File: config.mk
export PLATFORM = sky130hd
export DESIGN_NAME = mem_port_arbiter
export DESIGN_NICKNAME = d
export VERILOG_FILES = /design/src/rtl/mem_port_arbiter.sv
export SDC_FILE = /design/constraint.sdc
export NUM_CORES = 1
export LEC_CHECK = 0
export ABC_AREA = 1
export BUFFER_PORTS_ARGS = -buffer_cell sky130_fd_sc_hd__buf_4
export CAP_MARGIN = 40
export CORE_UTILIZATION = 40
export CTS_CLUSTER_SIZE = 10
export DETAILED_ROUTE_END_ITERATION = 8
export GPL_TIMING_DRIVEN = 0
export HOLD_SLACK_MARGIN = 0.12
export PLACE_DENSITY_LB_ADDON = 0.2
export SYNTH_ARGS = -nofsm -noshare
export SYNTH_HDL_FRONTEND = slang
export SYNTH_SLANG_ARGS = --single-unit
File: constraint.sdc
create_clock -name clk_i -period 6.3 [get_ports clk_i]
set_clock_uncertainty 0.15 [all_clocks]
set_input_delay 0.63 -clock clk_i [delete_from_list [all_inputs] [get_ports clk_i]]
set_output_delay 0.63 -clock clk_i [all_outputs]
set_load 0.05 [all_outputs]
File: src/rtl/mem_port_arbiter.sv
// Single-port, fixed-latency memory shared by the fetch and data ports.
// Data wins contention; a starvation counter forces a fetch grant after STARVE_LIM data wins.
module mem_port_arbiter #(
  parameter int MEM_LAT    = 2,
  parameter int STARVE_LIM = 4
) (
  input  logic        clk_i,
  input  logic        rst_i,
  input  logic        if_req_i,
  input  logic [31:0] if_addr_i,
  input  logic        if_kill_i,
  output logic        if_ack_o,
  output logic [31:0] if_rdata_o,
  input  logic        d_req_i,
  input  logic        d_we_i,
  input  logic [31:0] d_addr_i,
  input  logic [31:0] d_wdata_i,
  output logic        d_ack_o,
  output logic [31:0] d_rdata_o,
  output logic        mem_req_o,
  output logic        mem_we_o,
  output logic [31:0] mem_addr_o,
  output logic [31:0] mem_wdata_o,
  input  logic [31:0] mem_rdata_i,
  output logic        stall_if_o,
  output logic        stall_mem_o
);

  // IDLE arbitrate | ISSUE memory strobe | WAIT latency down-count | RESP ack
  typedef enum logic [1:0] {ST_IDLE, ST_ISSUE, ST_WAIT, ST_RESP} state_t;

  localparam logic [3:0] LP_WAIT_LOAD  = 4'(MEM_LAT - 1);
  localparam logic [3:0] LP_STARVE_LIM = 4'(STARVE_LIM);

  state_t      r_state;
  state_t      w_state_nxt;
  logic [3:0]  r_cnt;
  logic [3:0]  r_starve;
  logic        r_gnt_if;
  logic        r_kill_pend;
  logic        r_mem_we;
  logic [31:0] r_mem_addr;
  logic [31:0] r_mem_wdata;
  logic [31:0] r_cap;
  logic [31:0] r_if_rdata;
  logic [31:0] r_d_rdata;
  logic        w_if_elig;
  logic        w_any_req;
  logic        w_gnt_if;
  logic        w_in_resp;
  logic        w_if_ack;
  logic        w_d_ack;

  assign w_if_elig = if_req_i & ~if_kill_i;
  assign w_any_req = d_req_i | w_if_elig;
  assign w_gnt_if  = w_if_elig & (~d_req_i | (r_starve == LP_STARVE_LIM));
  assign w_in_resp = (r_state == ST_RESP);
  // A flush landing in the response cycle still cancels the fetch ack
  assign w_if_ack  = w_in_resp & r_gnt_if & ~r_kill_pend & ~if_kill_i;
  assign w_d_ack   = w_in_resp & ~r_gnt_if;

  always_ff @(posedge clk_i or posedge rst_i) begin
    if (rst_i) r_state <= ST_IDLE;
    else       r_state <= w_state_nxt;
  end

  always_comb begin
    w_state_nxt = r_state;
    case (r_state)
      ST_IDLE:  if (w_any_req) w_state_nxt = ST_ISSUE;
      ST_ISSUE: w_state_nxt = ST_WAIT;
      ST_WAIT:  if (r_cnt == 4'd0) w_state_nxt = ST_RESP;
      ST_RESP:  w_state_nxt = ST_IDLE;
      default:  w_state_nxt = ST_IDLE;
    endcase
  end

  always_ff @(posedge clk_i or posedge rst_i) begin
    if (rst_i) begin
      r_cnt       <= 4'd0;
      r_starve    <= 4'd0;
      r_gnt_if    <= 1'b0;
      r_kill_pend <= 1'b0;
      r_mem_we    <= 1'b0;
      r_mem_addr  <= 32'd0;
      r_mem_wdata <= 32'd0;
      r_cap       <= 32'd0;
      r_if_rdata  <= 32'd0;
      r_d_rdata   <= 32'd0;
    end else begin
      if ((r_state != ST_IDLE) && r_gnt_if && if_kill_i) r_kill_pend <= 1'b1;
      if (w_if_ack) r_if_rdata <= r_cap;
      if (w_d_ack && !r_mem_we) r_d_rdata <= r_cap;
      case (r_state)
        ST_IDLE: begin
          if (w_any_req) begin
            r_gnt_if    <= w_gnt_if;
            r_kill_pend <= 1'b0;
            r_mem_we    <= ~w_gnt_if & d_we_i;
            r_mem_addr  <= w_gnt_if ? if_addr_i : d_addr_i;
            r_mem_wdata <= w_gnt_if ? 32'd0 : d_wdata_i;
            if (w_gnt_if || !w_if_elig)          r_starve <= 4'd0;
            else if (r_starve != LP_STARVE_LIM)  r_starve <= r_starve + 4'd1;
          end
        end
        ST_ISSUE: r_cnt <= LP_WAIT_LOAD;
        ST_WAIT: begin
          if (r_cnt == 4'd0) r_cap <= mem_rdata_i;
          else               r_cnt <= r_cnt - 4'd1;
        end
        ST_RESP: r_kill_pend <= 1'b0;
        default: ;
      endcase
    end
  end

  always_comb begin
    mem_req_o   = (r_state == ST_ISSUE);
    mem_we_o    = r_mem_we;
    mem_addr_o  = r_mem_addr;
    mem_wdata_o = r_mem_wdata;
    if_ack_o    = w_if_ack;
    d_ack_o     = w_d_ack;
    if_rdata_o  = w_if_ack ? r_cap : r_if_rdata;
    d_rdata_o   = (w_d_ack & ~r_mem_we) ? r_cap : r_d_rdata;
    stall_if_o  = if_req_i & ~w_if_ack & ~if_kill_i;
    stall_mem_o = d_req_i & ~w_d_ack;
  end

endmodule

==> impl_summary.md <==
Clock tree
TritonCTS built the clock tree. CTS built an H-tree with a depth of 4. The tree is rooted in a sky130_fd_sc_hd__clkbuf_16. In this run, CTS created clock tree buffers numbering 17. The number of setup buffers added after CTS is 0. For the worst-skew pair, the clock arrives at the later sink with an insertion delay of approximately 0.42 ns. After clock tree synthesis, the clock-pin slew on the worst setup and hold paths is about 0.070 ns. The number of clock sinks seen by CTS is approximately 170.

The number of buffers on the longest clock path is 2.

Routing
The number of routed nets with antenna violations is 0. The number of remaining DRC errors is 0. Using the TritonRoute via totals, the vias-per-cell ratio works out to roughly 4.7.

The total via count in the routed design is approximately 6.5k. The number of optimization iterations in the first detailed-route pass is 4. The DRC violation total after the first TritonRoute iteration is around 310. The detail-routed net length per standard cell is approximately 14 um. The routed design has about 20000 um of wire.

Synthesis
The most used standard cell by instance count after synthesis is sky130_fd_sc_hd__nand2_1. After synthesis, the share of flip-flops with an asynchronous set or reset is 100%. Of the post-synthesis cell area, the dominant cell type holds between 50% and 60%. The yosys synthesis warning count is 0.

The sequential element share of the synthesized area is around three fifths. The number of synthesized flops with an enable pin is 0. The number of instances in the synthesized netlist is between 800 and 900. The most used flip-flop cell after synthesis is sky130_fd_sc_hd__dfrtp_1. A synthesized cell averages around 8.5 um2.

Counting instances in the post-synthesis netlist gives the leading cell types as 252 x sky130_fd_sc_hd__nand2_1, 173 x sky130_fd_sc_hd__dfrtp_1, 117 x sky130_fd_sc_hd__inv_1, 106 x sky130_fd_sc_hd__nand3_1, 70 x sky130_fd_sc_hd__o21ai_0. Yosys attributes the largest share of cell area to sky130_fd_sc_hd__dfrtp_1 59%, sky130_fd_sc_hd__nand2_1 13%, sky130_fd_sc_hd__nand3_1 7.3%. The synthesized area is around 7300 um2. sky130_fd_sc_hd__dfrtp_1 takes more of the synthesized area than any other cell. The synthesized net count is 998. The flip-flop and latch count after synthesis is around 170. In this run, distinct cell masters in the synthesized netlist total 20.

Layout
The count of inserted antenna diode cells is 0. Of the cells placed in the final design, the portion with a size suffix greater than 1 is between 20% and 30%. After the last flow step, the layout net total stands at between 1k and 1.5k. Counting the fill cells in the layout gives 1661.

The post-synthesis to final-layout area growth is 40.5%. The share of the core filled with cells is about 57%.

Die
The floorplan row count is ~50. The core area is ~18000 um2. The die boundary width is between 100 and 150 um. For this configuration, the core starts out at a cell density of about two fifths. The I/O pin total is approximately 270.

The overall die area is 18800 um2. The floorplan step set the die height to about 140 um.

Timing
The total count of max-transition violations in the final report is 0. The relative slew slack is about 60%. The clock period minus final worst setup slack is ~3.3 ns. The transition time of the tightest slew-check pin is 0.584 ns.

The minimum hold slack is 0.278 ns. Of the available clock period, the critical path in the final layout requires a little over half. The number of hold violations in the final report is 0.

Timing would allow up to 0.301 GHz. Setup repair after global routing left no endpoint under its margin. Setup violations remaining at the end of the flow were counted as 0.

The summed negative setup slack over all endpoints is 0 ns. Once routing completed, OpenROAD measured the worst setup slack at around 3.0 ns.

Power
The total power per unit cell area is 638 nW/um2. The worst voltage drop across the vdd grid is 0.479 mV. The design draws between 6 and 7 mW. The static power due to leakage is roughly 5.8 nW.

Global route
In the global route stage, overall resource usage came out at 21.5%. The number of global-route vias before repair is between 6k and 7k. The maximum number of pins on one net before global-route repair is 114. The first global-routing pass estimated between 30000 and 40000 um of wire. The number of antenna violations at the first check in global routing was 0. Global routing finished with a remaining overflow of 0.

Worst setup path
The kind of critical path is reg2out. The critical-path maximum fanout is 10. The critical path capture point type is an output pin. The worst setup path is launched from a flop. Data on the critical path is required at its endpoint by 5.52 ns. The arrival time at the worst endpoint is around 2.5 ns.

Placed design
The count of port buffers added during placement is 267. At the end of routability-driven placement, the weighted congestion stood at ~0.77. The detailed placer's ending HPWL is between 10000 and 15000 um. OpenSTA, run right after detailed placement, puts the worst setup slack at ~3.4 ns.

Run
The max-capacitance violation count is 0.

Status
The run finished with clean final reports.

Worst hold path
The worst hold path belongs to the class in2reg.
==> critical path, stage by stage, from the launching register on <==
cell and delay, ns:
sky130_fd_sc_hd__dfrtp_1 0.40, sky130_fd_sc_hd__ha_1 0.16, sky130_fd_sc_hd__inv_1 0.05, sky130_fd_sc_hd__nor2_1 0.23
sky130_fd_sc_hd__nand2_1 0.35, sky130_fd_sc_hd__clkbuf_1 0.34, sky130_fd_sc_hd__o21ai_0 0.33, sky130_fd_sc_hd__buf_4 0.26
==> layout by cell type (no fill, tap or decap) <==
cell type,instances
sky130_fd_sc_hd__a21oi_1,33
sky130_fd_sc_hd__buf_1,1
sky130_fd_sc_hd__buf_16,1
sky130_fd_sc_hd__buf_2,31
sky130_fd_sc_hd__buf_4,267
sky130_fd_sc_hd__buf_6,2
sky130_fd_sc_hd__bufinv_16,3
sky130_fd_sc_hd__clkbuf_1,13
sky130_fd_sc_hd__clkbuf_16,17
sky130_fd_sc_hd__clkinv_2,1
sky130_fd_sc_hd__clkinv_8,1
sky130_fd_sc_hd__clkinvlp_4,3
sky130_fd_sc_hd__dfrtp_1,173
sky130_fd_sc_hd__dlygate4sd3_1,1
sky130_fd_sc_hd__ha_1,7
sky130_fd_sc_hd__inv_1,116
sky130_fd_sc_hd__inv_2,1
sky130_fd_sc_hd__inv_6,4
sky130_fd_sc_hd__inv_8,4
sky130_fd_sc_hd__nand2_1,252
sky130_fd_sc_hd__nand2_2,1
sky130_fd_sc_hd__nand3_1,106
sky130_fd_sc_hd__nand4_1,1
sky130_fd_sc_hd__nor2_1,40
sky130_fd_sc_hd__nor2_4,2
sky130_fd_sc_hd__nor3_1,1
sky130_fd_sc_hd__nor3_2,1
sky130_fd_sc_hd__o21ai_0,70
sky130_fd_sc_hd__o21ai_1,3
sky130_fd_sc_hd__xor2_1,2
==> registers in the layout (all words and copies together) (netlist names) <==
name,count
r_cap,32
r_kill_pend,1
r_if_rdata,32
r_state,2
r_starve,4
r_gnt_if,1
mem_wdata_o,32
r_cnt,4
mem_we_o,1
mem_addr_o,32
r_d_rdata,32
==> metal layers <==
layer  share of wire [%]  vias up  track usage [%]
li1                    -     3249                -
met1                  45     3073             28.9
met2                  48      182             34.3
met3                 5.4       31             4.97
met4                 2.3        0             7.20
met5                   0        -                0
==> area by class of cell <==
| class | count | area [um2] | area share (%) |
|---|---|---|---|
| Sequential cell | 173 | 4330 | 42.1 |
| Tap cell | 229 | 287 | 2.79 |
| Buffer | 47 | 230 | 2.24 |
| Clock inverter | 15 | 203 | 1.97 |
| Inverter | 118 | 450 | 4.38 |
| Clock buffer | 17 | 425 | 4.14 |
| Multi-Input combinational cell | 519 | 2310 | 22.5 |
| Timing Repair Buffer | 269 | 2040 | 19.9 |
==> cells by family after synthesis <==
kind of cell / Yosys count / share of synthesized area (%)
xor+xnor: 2 / 0.240
fa+ha+maj: 7 / 1.20
buf+inv: 165 / 9.20
flops: 173 / 59.2
compound gates: 106 / 7.25
simple gates: 404 / 22.9
==> where the power goes <==
group	total, mW	internal, mW	switching, mW	leakage, nW
combinational	3.61	0.983	2.62	3.33
sequential	1.84	1.63	0.205	2.13
clock	1.11	0.640	0.475	0.299
total	6.56	3.26	3.30	5.76
==> through the flow <==
stage,cells,cell area [um2]
final,1387,10300
after detailed placement,1354,9640
after floorplan,857,7310
after global routing,1387,10300
after CTS,1387,10300
after global placement,1353,9610
==> path summary, 6_finish.rpt <==
check                                      startpoint                           to  slack [ns]  depth (start not counted)
setup / recovery               r_state[1]$_DFFE_PP0P_                d_rdata_o[16]        2.98                          7
min in group asynchronous                       rst_i      r_if_rdata[7]$_DFF_PP0_        0.62                          3
setup reg to reg               r_state[1]$_DFFE_PP0P_    r_d_rdata[16]$_DFFE_PP0P_        4.18                          6
hold / removal                          d_wdata_i[26]  mem_wdata_o[26]$_DFFE_PP0P_        0.28                          3
hold reg to reg            mem_addr_o[26]$_DFFE_PP0P_   mem_addr_o[26]$_DFFE_PP0P_        0.33                          2
max in group asynchronous                       rst_i    r_d_rdata[30]$_DFFE_PP0P_        4.49                          4
==> repair_timing <==
| item | in CTS | in global routing |
|---|---|---|
| endpoints found under the hold margin | 60 | 0 |
| resized for setup | 0 | 0 |
| hold buffers | 1 | 0 |
No activity file was read; power rests on OpenSTA's default activity.
